File: config.mk
export PLATFORM = sky130hd
export DESIGN_NAME = sp_ram_clr
export DESIGN_NICKNAME = d
export VERILOG_FILES = /design/src/rtl/sp_ram_clr.sv
export SDC_FILE = /design/constraint.sdc
export NUM_CORES = 1
export LEC_CHECK = 0
export ABC_AREA = 1
export CORE_MARGIN = 2
export CORE_UTILIZATION = 60
export DETAILED_ROUTE_END_ITERATION = 7
export HOLD_SLACK_MARGIN = 0.05
export PLACE_DENSITY = 0.76
export SLEW_MARGIN = 25
export SYNTH_ARGS = -nofsm -noshare
export SYNTH_HDL_FRONTEND = slang
export SYNTH_SLANG_ARGS = --single-unit
File: constraint.sdc
create_clock -name clk -period 3.1 [get_ports clk]
set_clock_uncertainty 0.2 [all_clocks]
set_input_delay 0.465 -clock clk [delete_from_list [all_inputs] [get_ports clk]]
set_output_delay 0.465 -clock clk [all_outputs]
set_load 0.01 [all_outputs]
File: src/rtl/sp_ram_clr.sv
// Single-port synchronous RAM. It provides per-lane write masking, a selectable
// read latency with a read-valid strobe, and a sequential clear engine. The
// clear engine fills the whole array with CLR_VALUE after reset or when
// requested with clr.
module sp_ram_clr #(
    parameter int unsigned           RAM_WIDTH  = 8,
    parameter int unsigned           ADDR_WIDTH = 4,
    parameter int unsigned           LANE_WIDTH = 8,
    parameter int unsigned           OUT_REG    = 0,
    parameter logic [RAM_WIDTH-1:0]  CLR_VALUE  = '0
) (
    input  logic                                clk,
    input  logic                                rst,
    input  logic                                clr,
    output logic                                busy,
    input  logic                                wr_en,
    input  logic                                rd_en,
    input  logic [ADDR_WIDTH-1:0]               addr,
    input  logic [RAM_WIDTH-1:0]                din,
    input  logic [RAM_WIDTH/LANE_WIDTH-1:0]     wr_mask,
    output logic [RAM_WIDTH-1:0]                dout,
    output logic                                dout_vld
);

    localparam int unsigned            NUM_LANES = RAM_WIDTH / LANE_WIDTH;
    localparam int unsigned            DEPTH     = 2 ** ADDR_WIDTH;
    localparam logic [ADDR_WIDTH-1:0]  LAST_ADDR = ADDR_WIDTH'(DEPTH - 1);

    typedef enum logic {
        IDLE  = 1'b0,
        CLEAR = 1'b1
    } state_t;

    state_t                  state;
    logic [ADDR_WIDTH-1:0]   clr_addr;
    logic [RAM_WIDTH-1:0]    mem [DEPTH];

    logic                    user_ok;
    logic                    wr_ok;
    logic                    rd_ok;

    // The user port owns the array only in IDLE and outside reset.
    assign user_ok = !rst && (state == IDLE);
    assign wr_ok   = user_ok && wr_en;
    assign rd_ok   = user_ok && rd_en;

    // busy is decoded directly from the state register.
    assign busy    = (state == CLEAR);

    // Clear-engine FSM: sweep clr_addr across the array, then release the port.
    always_ff @(posedge clk) begin
        if (rst) begin
            state    <= CLEAR;
            clr_addr <= '0;
        end else begin
            case (state)
                IDLE: begin
                    if (clr) begin
                        state    <= CLEAR;
                        clr_addr <= '0;
                    end
                end
                CLEAR: begin
                    clr_addr <= clr_addr + ADDR_WIDTH'(1);
                    if (clr_addr == LAST_ADDR) begin
                        state <= IDLE;
                    end
                end
                default: begin
                    state    <= IDLE;
                    clr_addr <= '0;
                end
            endcase
        end
    end

    // Array write port: the clear engine has priority, and user writes are lane-masked.
    always_ff @(posedge clk) begin
        if (!rst) begin
            if (state == CLEAR) begin
                mem[clr_addr] <= CLR_VALUE;
            end else if (wr_ok) begin
                for (int i = 0; i < NUM_LANES; i++) begin
                    if (wr_mask[i]) begin
                        mem[addr][i*LANE_WIDTH +: LANE_WIDTH] <= din[i*LANE_WIDTH +: LANE_WIDTH];
                    end
                end
            end
        end
    end

    generate
        if (OUT_REG == 0) begin : g_lat1
            // Single-stage read. The non-blocking read of mem makes a same-address write read-first.
            always_ff @(posedge clk) begin
                if (rst) begin
                    dout     <= '0;
                    dout_vld <= 1'b0;
                end else begin
                    dout_vld <= rd_ok;
                    if (rd_ok) begin
                        dout <= mem[addr];
                    end
                end
            end
        end else begin : g_lat2
            logic                  rd_vld_q;
            logic [RAM_WIDTH-1:0]  rd_data_q;

            // First read stage: valid bit, cleared by reset.
            always_ff @(posedge clk) begin
                if (rst) begin
                    rd_vld_q <= 1'b0;
                end else begin
                    rd_vld_q <= rd_ok;
                end
            end

            // First read stage: the array word, captured only on an accepted read.
            always_ff @(posedge clk) begin
                if (rd_ok) begin
                    rd_data_q <= mem[addr];
                end
            end

            // Output register. In-flight reads finish even after a clear has begun.
            always_ff @(posedge clk) begin
                if (rst) begin
                    dout     <= '0;
                    dout_vld <= 1'b0;
                end else begin
                    dout_vld <= rd_vld_q;
                    if (rd_vld_q) begin
                        dout <= rd_data_q;
                    end
                end
            end
        end
    endgenerate

endmodule

# [After elaboration in Yosys (flattened, before gate mapping)]
# Memory sizes are Yosys's and may differ from the RTL's. A register that Yosys moved wholly into a read port is not among the register bits.
# Index checks and enable logic that the tools add are counted.
[word_totals] register_bits=6 latch_bits=0 ramBits=128 mem_bits_ro=0 in_bits=18 output_inout_bits=10 mem_count=1
[memory_table] name="mem" words=16 word_bits=8 read_ports=1 rd_clocked_by_memory_dff=1 write_ports=1 line_no="36" text="logic [RAM_WIDTH-1:0] mem [DEPTH];"
[op_classes] n_addsub=1 multipliers=0 div_mod_pow=0 order_cmp=0 n_eq_ne=2 n_shift=0 mux=16 bitwise_logic=1 reduce_logical=5
[ops] op="$mux W1" n=11
[ops] op="$mux W4" n=2
[ops] op="$mux W8" n=1
[ops] op="$pmux W4 S2" n=1
[ops] op="$reduce_or A8 Y1" n=1
[ops] op="$add A4 B1 Y4 const B" n=1
[ops] op="$eq A4 B4 Y1 const B" n=1
[ops] op="$logic_and A1 B1 Y1" n=3
[ops] op="$ne A2 B2 Y1 const B" n=1
[ops] op="$pmux W1 S2" n=1
[ops] op="$logic_not A1 Y1" n=1
[ops] op="$not A1 Y1" n=1

# [Depth between registers and ports, before layout]
# Gate-level depths: netlist of the first run.
[logic_depth] ltp_word=9 mapped_depth=11

# [Least setup slack after synthesis of the first run]
# OpenSTA, ideal clock, no wires.
[synth_path] path_type="input port to flip-flop" start="in addr[2]" end="mem mem[4][0] (enable)" setup_time_ns=0.370 arrival_ns=1.536 t_required_ns=2.530 slack_ns=0.994 stages=5 n_path_buf=1 path_cell_list="buf_2 > clkinv_1 > o21ai_1 > nand3_1 > nor2_1"
[synth_between] elab_chain_len=1
[synth_lines] element="start, declared" line_no="18" text="input logic [ADDR_WIDTH-1:0] addr,"
[synth_lines] element="$mux W4 (no source line)"
[synth_lines] element="end, declared" line_no="36"
# No other way between the ends.

# [Final worst setup path of the first run]
[layout_path] start="reg state, in the netlist busy" end="out busy"
[layout_rtl] element="start, declared" line_no="34" text="state_t state;"
[layout_rtl] element="start signal, assigned" line_no="53" text="state <= CLEAR;"
[layout_rtl] element="start signal, assigned" line_no="59" text="state <= CLEAR;"
[layout_rtl] element="start signal, assigned" line_no="66" text="state <= IDLE;"
[layout_rtl] element="end, declared" line_no="15" text="output logic busy,"
# No word-level cell between the ends.

==> reports/results.ini, run 1 <==
[yosys]
yosysSeqAreaShare_pct = 66.7
synth-edff-count = 128
post_synth_num_cell_types = 24
synthArstFlopShare_pct = 0
yosys_register_bits = 142
yosys_warnings = 0
mappedNetlistArea_um2 = 6180
synth_cells = 628
synth_area_per_cell_um2 = 9.85
synth-main-ff-cell = edfxtp_1
synth_fp_nets = 647

[status]
status = completed

[job]
cap_viol_max_count = 0

[cts]
cts_buffers = 17
clock_path_buffers = 2
path_clk_slew_ns = 0.06
cts.hold.buffers_added = 0
clock_sinks = 142
cts_root_buf = clkbuf_8
cts_resized = 0
postCtsSetupBuffers = 0
worst_skew_pair.late_latency_ns = 0.54
htreeDepth = 4
cts_tree = done

[power_and_ir_drop]
power_density_nw_per_um2 = 592
seq_power_share_pct = 48.5
p_switching_w = 0.000940
leakagePower_nw = 3.18
ir_drop_mv = 0.329
p_comb_share_pct = 5.2
switching_share_pct = 21.8
power_w = 0.00432
intPower_w = 0.00338
clkPwrFrac_pct = 46.4

[placed_design]
dp_hpwl_mm = 9.21
dpl.cell_count = 797
routabilityCongestion = 0.902
io_buffers = 27

[finish]
stdcell_count = 829
nets = 699
drive_above_1_share_pct = 10.7
syn2layout_area_growth_pct = 18.0
insertedDiodeCount = 0
fillerInstances = 688

[timing]
period_minus_slack_ns = 2.32
setup_viol = 0
fmax_mhz = 431
period_share_pct = 74.9
rsz0062_at_grt = false
drv_slew = 0
tightest_slew_ns = 0.609
timing.slew.headroom_pct = 59.4
final-hold-violation-count = 0
setup_tns_ns = 0

[route]
wire_per_inst_um = 17.9
wl_mm = 14.8
ant_nets = 0
drt-initial-drc-count = 453
drc_errors = 0
first_pass_iters = 6
vias = 4565
viasPerCell = 5.51

[worst_setup_path]
cp_cell_sequence = clkdlybuf4s50_1
endpoint_kind = output port
start_kind = register
path_class = register to output port
worstPathArrival_ns = 1.66
worstPathMaxFanout = 8
crit_family = buffers and inverters
cpMaxStageDelayCell = clkdlybuf4s50_1
cp.buffers_inverters = 1
cp_data_required_time_ns = 2.43
worst_path_largest_cell_delay_ns = 0.60

[die]
start_util_pct = 60.7
die-area_um2 = 11100
std_cell_rows = 37
top_level_ports = 28
die_x_um = 106
die_h_um = 106
core_um2 = 10200

[global_route]
grt_pass1_vias = 4417
antenna_found_initial = 0
grt_pass1_wl_mm = 22.8
grt_start_max_net_pins = 65
grt_usage_pct = 28.0
overflow = 0

[min_path]
hold_path_class = register to register

==> Yosys cell counts (3+ instances only) <==
| cell type | n | area, um2 |
|---|---|---|
| nand2_1 | 225 | 845 |
| edfxtp_1 | 128 | 3840 |
| nand3_1 | 92 | 460 |
| inv_1 | 90 | 338 |
| nor2_1 | 26 | 97.6 |
| dfxtp_1 | 14 | 280 |
| buf_2 | 11 | 55.1 |
| buf_4 | 8 | 60.1 |
| clkbuf_1 | 5 | 18.8 |
| nand2_2 | 4 | 25.0 |
| o21ai_0 | 4 | 20.0 |
| a21oi_1 | 3 | 15.0 |
| o21ai_1 | 3 | 15.0 |
==> registers in the layout (all words and copies together) (netlist names) <==
register  flops
mem         128
clr_addr      4
dout          8
busy          1
dout_vld      1
==> logic make-up after synthesis <==
kind of cell | Yosys count | synth area share (%)
simple gates | 351 | 23.7
buf+inv | 121 | 8.17
flops | 142 | 66.7
compound gates | 13 | 1.21
fa+ha+maj | 1 | 0.202
==> layout make-up <==
type	count	area, um2	area share, %
sequential	142	4120	56.5
multi-input combinational	365	1560	21.3
timing repair buffer	60	513	7.03
clock buffer	18	418	5.73
inverter	94	353	4.83
tap	136	170	2.33
clock inverter	14	166	2.28
==> path summary, 6_finish.rpt <==
kind / start / to / depth (start not counted) / slack [ns]
setup / recovery: busy$_SDFF_PP1_ / busy / 1 / 0.78
hold / removal: clr_addr[3]$_SDFFE_PP0P_ / clr_addr[3]$_SDFFE_PP0P_ / 2 / 0.30
setup reg to reg: busy$_SDFF_PP1_ / mem[6][4]$_DFFE_PP_ / 6 / 0.88
hold reg to reg: clr_addr[3]$_SDFFE_PP0P_ / clr_addr[3]$_SDFFE_PP0P_ / 2 / 0.30
==> layer usage <==
| layer | vias up | global-route usage, % | wire (um) |
|---|---|---|---|
| met5 | - | 0 | 0 |
| met4 | 0 | 10.6 | 467 |
| met3 | 49 | 6.80 | 1430 |
| met2 | 273 | 46.2 | 7250 |
| met1 | 2118 | 36.2 | 5690 |
| li1 | 2125 | - | - |
==> stage by stage <==
stage          hold WS (ns)  instance area, um2  worst slack [ns]  utilization, %
6_report              0.295                7300             0.779            71.7
5_1_grt               0.300                7300             0.719            71.7
4_1_cts               0.286                7300             0.771            71.7
3_5_place_dp          0.277                6720             0.378            65.9
3_3_place_gp          0.254                6720             0.483            65.9
2_1_floorplan         0.242                6180             0.994               -
==> placed cells by master (no fill, tap or decap), drive strengths merged, types with 3 or more instances in the layout <==
cell,Yosys,layout
a21oi,3,3
buf,22,34
bufinv,0,3
clkbuf,5,18
clkdlybuf4s50,0,26
clkinv,2,5
clkinvlp,0,6
dfxtp,14,14
edfxtp,128,128
inv,92,94
nand2,229,229
nand3,93,93
nor2,27,27
o21ai,9,9
==> power by group through the flow <==
stage | clock network (W) | registers, W | logic, W
after floorplan | 0 | 0.00213 | 0.000144
after global placement | 0 | 0.00213 | 0.000212
after detailed placement | 0 | 0.00213 | 0.000217
after CTS | 0.00202 | 0.00209 | 0.000220
after global routing | 0.00210 | 0.00209 | 0.000241
final | 0.00200 | 0.00209 | 0.000224
==> worst reg2reg max path, stage by stage, from the launching register on <==
cell and delay [ns]:
dfxtp_1 0.41, nor2_4 0.18, nand3_4 0.21, o21ai_1 0.32
nand3_1 0.22, nor2_1 0.18, buf_4 0.20
Power figures use the tool's default switching activity.
==> inputs of run 2 (changes only) <==
- clock period: 3.1 -> 2.15 ns (I/O delays scaled with it)
==> run 2 against run 1 <==
  * Design area increased by 2.1%
  * Worst setup slack got worse by 0.68 ns
  * Hold slack got worse by 0.015 ns
  * Via count increased by 1.7%
  * Critical path depth increased by 5
  * Routed wire length increased by 1.3%
  * Power increased by 46%
  * Utilization increased by 1.5 points
  * Sequential power increased by 44%
  * Global-route usage increased by 1.2 points
  * Final cell count increased by 1.7%
  * Count of clock-buffer cells in the layout increased by 1
  * Largest power group unchanged
==> reports/results.ini, run 2 (synthesized netlist as in run 1, its figures left out) <==
[job]
cap_viol_max_count = 0  ; unchanged

[route]
met3WireLength_mm = 1.75  ; was 1.43 mm
wl_met2_mm = 6.93  ; was 7.25 mm
first_pass_iters = 5  ; was 6
viasPerCell = 5.51  ; about the same
vias = 4641  ; was 4565
wl_met1_mm = 5.77  ; was 5.69 mm
wl_mm = 15.0  ; was 14.8 mm
highest_layer = met4  ; unchanged
drt-initial-drc-count = 552  ; was 453
drc_errors = 0  ; unchanged
ant_nets = 0  ; unchanged
wire_per_inst_um = 17.8  ; was 17.9 um

[cts]
worst_skew_pair.late_latency_ns = 0.53  ; was 0.54 ns
htreeDepth = 4  ; unchanged
cts_root_buf = clkbuf_8  ; unchanged
path_clk_slew_ns = 0.06  ; about the same
clock_path_buffers = 2  ; unchanged
cts.hold.buffers_added = 0  ; unchanged
clock_sinks = 142  ; unchanged
cts_tree = done  ; unchanged
cts_buffers = 17  ; unchanged

[worst_setup_path]
worst-r2r-setup-slack_ns = 0.1  ; was 0.88 ns
cpMaxStageDelayCell = dfxtp_1  ; was clkdlybuf4s50_1
worstPathMaxFanout = 11  ; was 8
cp_cell_sequence = nor2_4 > nand3_4 > o21ai_1 > nand3_1 > nor2_1 > buf_4  ; was clkdlybuf4s50_1
crit-reg2reg-launch = busy$_SDFF_PP1_  ; unchanged
path_class = register to register  ; was register to output port
start_kind = register  ; unchanged
endpoint_kind = register  ; was output port
worstPathArrival_ns = 2.09  ; was 1.66 ns
cp_data_required_time_ns = 2.19  ; was 2.43 ns
worst_path_largest_cell_delay_ns = 0.34  ; was 0.60 ns
startpoint = busy$_SDFF_PP1_  ; unchanged

[power_and_ir_drop]
ir_drop_mv = 0.498  ; was 0.329 mV
power_density_nw_per_um2 = 845  ; was 592 nW/um2
intPower_w = 0.00499  ; was 0.00338 W
p_switching_w = 0.00131  ; was 0.000940 W
leakagePower_nw = 3.28  ; was 3.18 nW
p_comb_share_pct = 5.3  ; was 5.2%
clkPwrFrac_pct = 46.7  ; was 46.4%
seq_power_share_pct = 48.0  ; was 48.5%
switching_share_pct = 20.8  ; was 21.8%

[die]
start_util_pct = 60.7  ; unchanged
core_um2 = 10200  ; unchanged
die_x_um = 106  ; unchanged
die_h_um = 106  ; unchanged
top_level_ports = 28  ; unchanged
std_cell_rows = 37  ; unchanged
die-area_um2 = 11100  ; unchanged

[global_route]
grt_pass1_wl_mm = 23.9  ; was 22.8 mm
antenna_found_initial = 0  ; unchanged
grt_pass1_vias = 4503  ; was 4417
overflow = 0  ; unchanged
grt_start_max_net_pins = 33  ; was 65
grt_usage_pct = 29.2  ; was 28.0%

[timing]
setup_viol = 0  ; unchanged
fmax_mhz = 487
period_minus_slack_ns = 2.05
tightest_slew_ns = 0.371  ; was 0.609 ns
period_share_pct = 95.5
rsz0062_at_grt = false  ; unchanged
drv_slew = 0  ; unchanged
timing.slew.headroom_pct = 75.2  ; was 59.4%
final-hold-violation-count = 0  ; unchanged

[finish]
insertedDiodeCount = 0  ; unchanged
stdcell_count = 843  ; was 829
nets = 713  ; was 699
syn2layout_area_growth_pct = 20.5  ; was 18.0%
max_flop_register = mem  ; unchanged
top_regs = mem: 128 flops, dout: 8 flops, clr_addr: 4 flops  ; unchanged
final_cell_mix = 225 x nand2_1, 128 x edfxtp_1, 92 x nand3_1  ; unchanged
fin_util_pct = 73.1  ; was 71.7%
largest_register_ffs = 128  ; unchanged
layout_commonest_cell = nand2_1  ; unchanged
drive_above_1_share_pct = 12.0  ; was 10.7%

[placed_design]
io_buffers = 27  ; unchanged
dp_hpwl_mm = 9.59  ; was 9.21 mm
routabilityCongestion = 0.929  ; was 0.902
dpl.cell_count = 811  ; was 797

[min_path]
hold_start = addr[0]  ; was clr_addr[3]$_SDFFE_PP0P_
hold_path_class = primary input to register  ; was register to register

[status]
status = completed  ; unchanged

[run 2: cell count changes in the layout (fill, tap and decap cells not counted), sizes merged]
cell and change:
clkdlybuf4s50 -1, buf +14, clkbuf +1, inv -2, clkinv +5, dlygate4sd2 +1, bufinv +1, clkinvlp -5
[run 2: final cells by class]
cell class                 instances  area, um2
timing repair buffer              74        654
inverter                          94        353
multi-input combinational        365       1560
sequential                       142       4120
tap                              136        170
clock buffer                      19        422
clock inverter                    13        171
fill                             686       2740
[run 2: worst paths after layout]
check,end,cells after the start
worst max-delay path,mem[4][3]$_DFFE_PP_,6
worst min-delay path,dout[0]$_SDFFE_PP0P_,8
worst max register to register,mem[4][3]$_DFFE_PP_,6
worst min register to register,clr_addr[3]$_SDFFE_PP0P_,2
[run 2: metrics by stage]
step / area, um2 / setup WS, ns / TNS, ns / hold slack, ns / power [W]
floorplan: 6180 / 0.125 / 0 / 0.195 / 0.00328
finish: 7450 / 0.0965 / 0 / 0.281 / 0.00630
CTS: 7450 / 0.138 / 0 / 0.251 / 0.00631
global placement: 6860 / -0.205 / -20.18 / 0.250 / 0.00339
detailed placement: 6860 / -0.228 / -25.71 / 0.259 / 0.00340
global route: 7450 / 0.0338 / 0 / 0.322 / 0.00649
[run 2: power groups by stage]
stage	Clock, W	Sequential, W	Combinational, W
floorplan	0	0.00307	0.000208
global placement	0	0.00307	0.000315
detailed placement	0	0.00307	0.000320
CTS	0.00297	0.00302	0.000325
global route	0.00311	0.00302	0.000363
finish	0.00294	0.00302	0.000334
[run 2: routing by layer]
layer,vias up,GRT usage [%]
li1,2160,-
met1,2120,38.4
met2,314,45.8
met3,47,7.98
met4,0,13.1
met5,-,0
[run 2: timing repair]
action                     4_1_cts  5_1_grt
setup endpoints to repair        1        0
gates resized for setup          1        0
buffers inserted                 0        0
[run 2: critical path: cells and delay by family, from the launching register on]
| kind | cells | cell delay (ns) |
|---|---|---|
| and+or+nand+nor | 4 | 0.74 |
| DFF | 1 | 0.34 |
| AOI/OAI and AO/OA | 1 | 0.28 |
| buffers and inverters | 1 | 0.20 |
